--- src/rtl/cyic_pkg.sv ---
// Constants and vector type shared by vector_serializer and vector_buffer.
package cyic_pkg;
  localparam int VEC_W     = 8;
  localparam int BIT_IDX_W = 3;

  typedef logic [VEC_W-1:0] vec_t;
endpackage

--- src/rtl/vector_ring_mem.sv ---
// Vector ring storage: one synchronous write port, one asynchronous read port.
// No reset on the array; the control logic never reads a slot before it has been written.
module vector_ring_mem
  import cyic_pkg::*;
#(
  parameter int depth = 8,
  localparam int ADDR_W = $clog2(depth)
) (
  input  logic              clk,
  input  logic              wr_en,
  input  logic [ADDR_W-1:0] wr_addr,
  input  vec_t              wr_data,
  input  logic [ADDR_W-1:0] rd_addr,
  output vec_t              rd_data
);

  vec_t mem [depth];

  always_ff @(posedge clk) begin
    if (wr_en) mem[wr_addr] <= wr_data;
  end

  assign rd_data = mem[rd_addr];

endmodule

--- src/rtl/vector_serializer.sv ---
// Ring-buffered 8-bit vectors out one bit per bit_req, MSB first; bit valid one cycle after the request.
// Pushes while full are dropped; requests while empty return bit_valid=0. VECTOR_SERIALIZER_LEVEL_EN adds a level port.
module vector_serializer
  import cyic_pkg::*;
#(
  parameter int nb_vectors = 8,
  localparam int PTR_W = $clog2(nb_vectors),
  localparam int CNT_W = PTR_W + 1
) (
  input  logic             clk,
  input  logic             rst,
  input  vec_t             vector_in,
  input  logic             push,
  output logic             full,
  output logic             empty,
  input  logic             bit_req,
  output logic             output_bit,
  output logic             bit_valid
`ifdef VECTOR_SERIALIZER_LEVEL_EN
  ,
  output logic [CNT_W-1:0] level
`endif
);

  logic [PTR_W-1:0]     wr_ptr;
  logic [PTR_W-1:0]     rd_ptr;
  logic [CNT_W-1:0]     count;
  logic [BIT_IDX_W-1:0] bit_idx;
  vec_t                 head_vec;
  logic                 push_ok;
  logic                 pop_ok;
  logic                 last_bit;

  assign full     = (count == CNT_W'(nb_vectors));
  assign empty    = (count == '0);
  assign push_ok  = push && !full;
  assign pop_ok   = bit_req && !empty;
  assign last_bit = pop_ok && (bit_idx == '1);

  vector_ring_mem #(.depth(nb_vectors)) u_ring (
    .clk     (clk),
    .wr_en   (push_ok),
    .wr_addr (wr_ptr),
    .wr_data (vector_in),
    .rd_addr (rd_ptr),
    .rd_data (head_vec)
  );

  always_ff @(posedge clk) begin
    if (rst) begin
      wr_ptr     <= '0;
      rd_ptr     <= '0;
      count      <= '0;
      bit_idx    <= '0;
      output_bit <= 1'b0;
      bit_valid  <= 1'b0;
    end else begin
      if (push_ok) wr_ptr <= wr_ptr + 1'b1;

      if (pop_ok) begin
        // ~bit_idx selects bit 7-bit_idx, giving MSB-first order
        output_bit <= head_vec[~bit_idx];
        bit_valid  <= 1'b1;
        bit_idx    <= bit_idx + 1'b1;
        if (last_bit) rd_ptr <= rd_ptr + 1'b1;
      end else begin
        output_bit <= 1'b0;
        bit_valid  <= 1'b0;
      end

      // The slot is released only once its eighth bit leaves
      case ({push_ok, last_bit})
        2'b10:   count <= count + 1'b1;
        2'b01:   count <= count - 1'b1;
        default: count <= count;
      endcase
    end
  end

`ifdef VECTOR_SERIALIZER_LEVEL_EN
  assign level = count;
`endif

endmodule

--- config.mk ---
export PLATFORM = sky130hd
export DESIGN_NAME = vector_serializer
export DESIGN_NICKNAME = d
export VERILOG_FILES = /design/src/rtl/cyic_pkg.sv /design/src/rtl/vector_ring_mem.sv /design/src/rtl/vector_serializer.sv
export SDC_FILE = /design/constraint.sdc
export NUM_CORES = 1
export LEC_CHECK = 0
export ABC_AREA = 1
export ABC_CLOCK_PERIOD_IN_PS = 5400
export CAP_MARGIN = 20
export CORE_MARGIN = 4
export CORE_UTILIZATION = 40
export CTS_BUF_LIST = sky130_fd_sc_hd__clkbuf_16
export DETAILED_ROUTE_END_ITERATION = 8
export HOLD_SLACK_MARGIN = 0.03
export PLACE_DENSITY = 0.53
export SYNTH_ARGS = -nofsm -noshare
export SYNTH_HDL_FRONTEND = slang
export SYNTH_SLANG_ARGS = --single-unit
--- constraint.sdc ---
create_clock -name clk -period 5.4 [get_ports clk]
set_clock_uncertainty 0.05 [all_clocks]
set_input_delay 1.08 -clock clk [delete_from_list [all_inputs] [get_ports clk]]
set_output_delay 1.08 -clock clk [all_outputs]
set_load 0.01 [all_outputs]
==> flow_summary.ini <==
[clock_network]
cts_buffers = 9
clk_pin_slew_ns = 0.06
cts_max_path_buffers = 2
cts_root_buf = clkbuf_16
htreeDepth = 3
cts_hold_buf = 0
cts_tree = built
post_cts_buffers = 0
cts_resized = 0
clkSinkCount = 82
clk_latency_ns = 0.33

[detailed_routing]
ant_nets = 0
totalWireLength_um = 7020
first_iter_violations = 97
dr.pass1.iters = 4
num_vias = 2235
drt-vias-per-instance = 4.96
top_layer_used = met4
wl_met2_um = 3180
met1_length_um = 3340
wl_met3_um = 370
wl_per_cell_um = 15.6
drc = 0

[floorplanning]
rows = 33
ios = 16
die_w_um = 101
dieArea_um2 = 10100
initial_utilization = 0.414
die_h_um = 101
coreArea_um2 = 8300

[worst_setup_path]
critPathCapture = count[2]
r2r_cells = 13
cpPeakStageDelay_ns = 0.45
start_kind = input port
crit_chain = clkdlybuf4s50_1 > inv_1 > nor2_2 > nand2_1 > inv_1 > ha_1 > nand2_1 > inv_1 > nor2_1 > ha_1 > a21oi_1 > xnor2_1 > o21ai_0 > inv_1
cpMostUsedCell = inv_1
worstSetupPathType = in -> reg
crit_start = bit_req
required_ns = 5.57
r2r-start = bit_idx[0]
worstReg2RegEnd = count[2]
cp.buffers_inverters = 5
cp_max_fo = 4
cp.depth = 14
critPathArrivalTime_ns = 3.03
reg2reg_slack_ns = 3.11
crit_family = buffers and inverters
worstSetupEndpointType = flop
crit_slowest_cell = clkdlybuf4s50_1

[hold_path]
min_from = rd_ptr[2]
hold_path.class = reg -> reg

[power]
pwr-share-comb = 0.054
powerDensity_nw_per_um2 = 345
clock_power_share = 0.424
seqPwrFrac = 0.522
power_leakage_nw = 1.50
cell_internal_pwr_mw = 1.08
p_sw_mw = 0.284
ir_drop_uv = 164
switching_share = 0.209

[timing]
hold_viol = 0
rsz0062_at_grt = no
max_clock_freq_mhz = 350
min_period_ns = 2.86
maxSlewViolCount = 0
worstMarginPinSlew_ns = 0.940
period_share = 0.529
setup_violations = 0
setup_tns_ns = 0
max_slew_margin = 0.371

[synthesis]
avgSynthCellArea_um2 = 10.6
synth_top_family_by_area = simple AND/OR/NAND/NOR gates
synth_fa_ha_area_frac = 0.0255
synth.area.mux_share = 0
synth_nets = 343
synth.distinct_cells = 24
synth-simple-area-share = 0.220
synth-compound-area-share = 0.0339
synth_xor_xnor_area_share = 0.00984
synthCells = 324
syn-cell-area_um2 = 3430
yosysSeqAreaShare = 0.664
yosysWarnings = 0
synth-seq-cells = 82

[cells_and_area]
antenna_cells = 0
final_util = 0.475
syn_to_final_growth_pct = 14.8
layout-drive-gt1-share = 0.0694
nets = 360

[global_routing]
grt_overflow = 0
grt_pass1_vias = 2192
grt_max_degree = 34
grt.total_usage = 0.153
grt_pass1_wl_um = 11600
grt_antenna_before_repair = 0

[placement]
dpl.hpwl_um = 4480
port_buffers = 15
gp_congestion = 0.745

[run]
cap_viol_max_count = 0

[status]
outcome = complete, no violations
## cell type report
| cell class | count | area (um^2) |
|---|---|---|
| clock buffers | 9 | 225 |
| clock inverters | 7 | 53.8 |
| fillers | 792 | 4360 |
| inverters | 24 | 91.3 |
| multi-input cells | 207 | 992 |
| flip-flops and latches | 82 | 2280 |
| well taps | 105 | 131 |
| repair buffers | 17 | 165 |
## Yosys cell counts (all sizes together)
master / number / area (um^2)
a21oi: 11 / 55.1
buf: 9 / 61.3
clkbuf: 2 / 7.51
clkinv: 1 / 5.00
dfxtp: 18 / 360
edfxtp: 64 / 1920
ha: 7 / 87.6
inv: 23 / 86.3
nand2: 92 / 348
nand3: 56 / 285
nor2: 25 / 101
nor3: 2 / 20.0
o21ai: 10 / 53.8
o31ai: 1 / 7.51
xnor2: 1 / 8.76
xor2: 2 / 25.0
## metal layers
layer | up-vias | track usage
met5 | - | 0
met4 | 0 | 0.0591
met3 | 10 | 0.0464
met2 | 39 | 0.235
met1 | 1055 | 0.202
li1 | 1131 | -
## sequential cells by signal, summed over array words and instances (netlist names), named ones only
signal	cells
bit_idx	3
bit_valid	1
count	4
output_bit	1
rd_ptr	3
u_ring.mem	64
wr_ptr	3
## how the worst min path moves through the flow
stage                      endpoint  slack [ns]  cells after the start
final                     rd_ptr[2]        0.41                      1
after global routing           flop        0.42                      1
after CTS                      flop        0.40                      1
after detailed placement  rd_ptr[2]        0.39                      1
after global placement    rd_ptr[2]        0.38                      1
after floorplan                flop        0.36                      1
## through the flow
stage	hold slack, ns	power (mW)	instances	area, um^2	setup WS, ns
floorplan	0.362	0.764	324	3430	2.84
global placement	0.375	0.797	435	3660	2.26
detailed placement	0.386	0.798	435	3660	2.20
CTS	0.404	1.37	451	3940	2.54
global route	0.423	1.41	451	3940	2.37
finish	0.408	1.36	451	3940	2.54
## logic make-up (layout without fill, tap and decap cells)
group                      after synthesis  after routing
AOI/OAI and AO/OA                       22             22
buffers and inverters                   35             57
xor gates and xnor gates                 3              3
and+or+nand+nor                        175            175
adders and majority gates                7              7
DFF                                     82             82
## power by group through the flow
stage | Sequential [mW] | Clock (mW) | Combinational [mW]
6_report | 0.711 | 0.577 | 0.0735
5_1_grt | 0.712 | 0.614 | 0.0854
4_1_cts | 0.710 | 0.587 | 0.0751
3_5_place_dp | 0.724 | 0 | 0.0748
3_3_place_gp | 0.723 | 0 | 0.0739
2_1_floorplan | 0.722 | 0 | 0.0426
## cells in the final DEF, fill, tap and decap left out
| cell | count |
|---|---|
| clkinv_2 | 2 |
| edfxtp_1 | 64 |
| a21oi_1 | 11 |
| o21ai_0 | 9 |
| nor2_1 | 22 |
| nand3_1 | 55 |
| nor2_2 | 3 |
| nand2_2 | 1 |
| o21ai_2 | 1 |
| buf_4 | 2 |
| inv_2 | 1 |
| dfxtp_1 | 18 |
| clkdlybuf4s50_1 | 15 |
| xor2_2 | 1 |
| clkinv_1 | 2 |
| ha_1 | 7 |
| nand3_2 | 1 |
| bufinv_16 | 1 |
| inv_1 | 25 |
| nand2_1 | 91 |
| nor3_2 | 2 |
| xnor2_1 | 1 |
| clkbuf_16 | 9 |
| o31ai_1 | 1 |
| xor2_1 | 1 |
No activity file was read; power rests on OpenSTA's default activity.
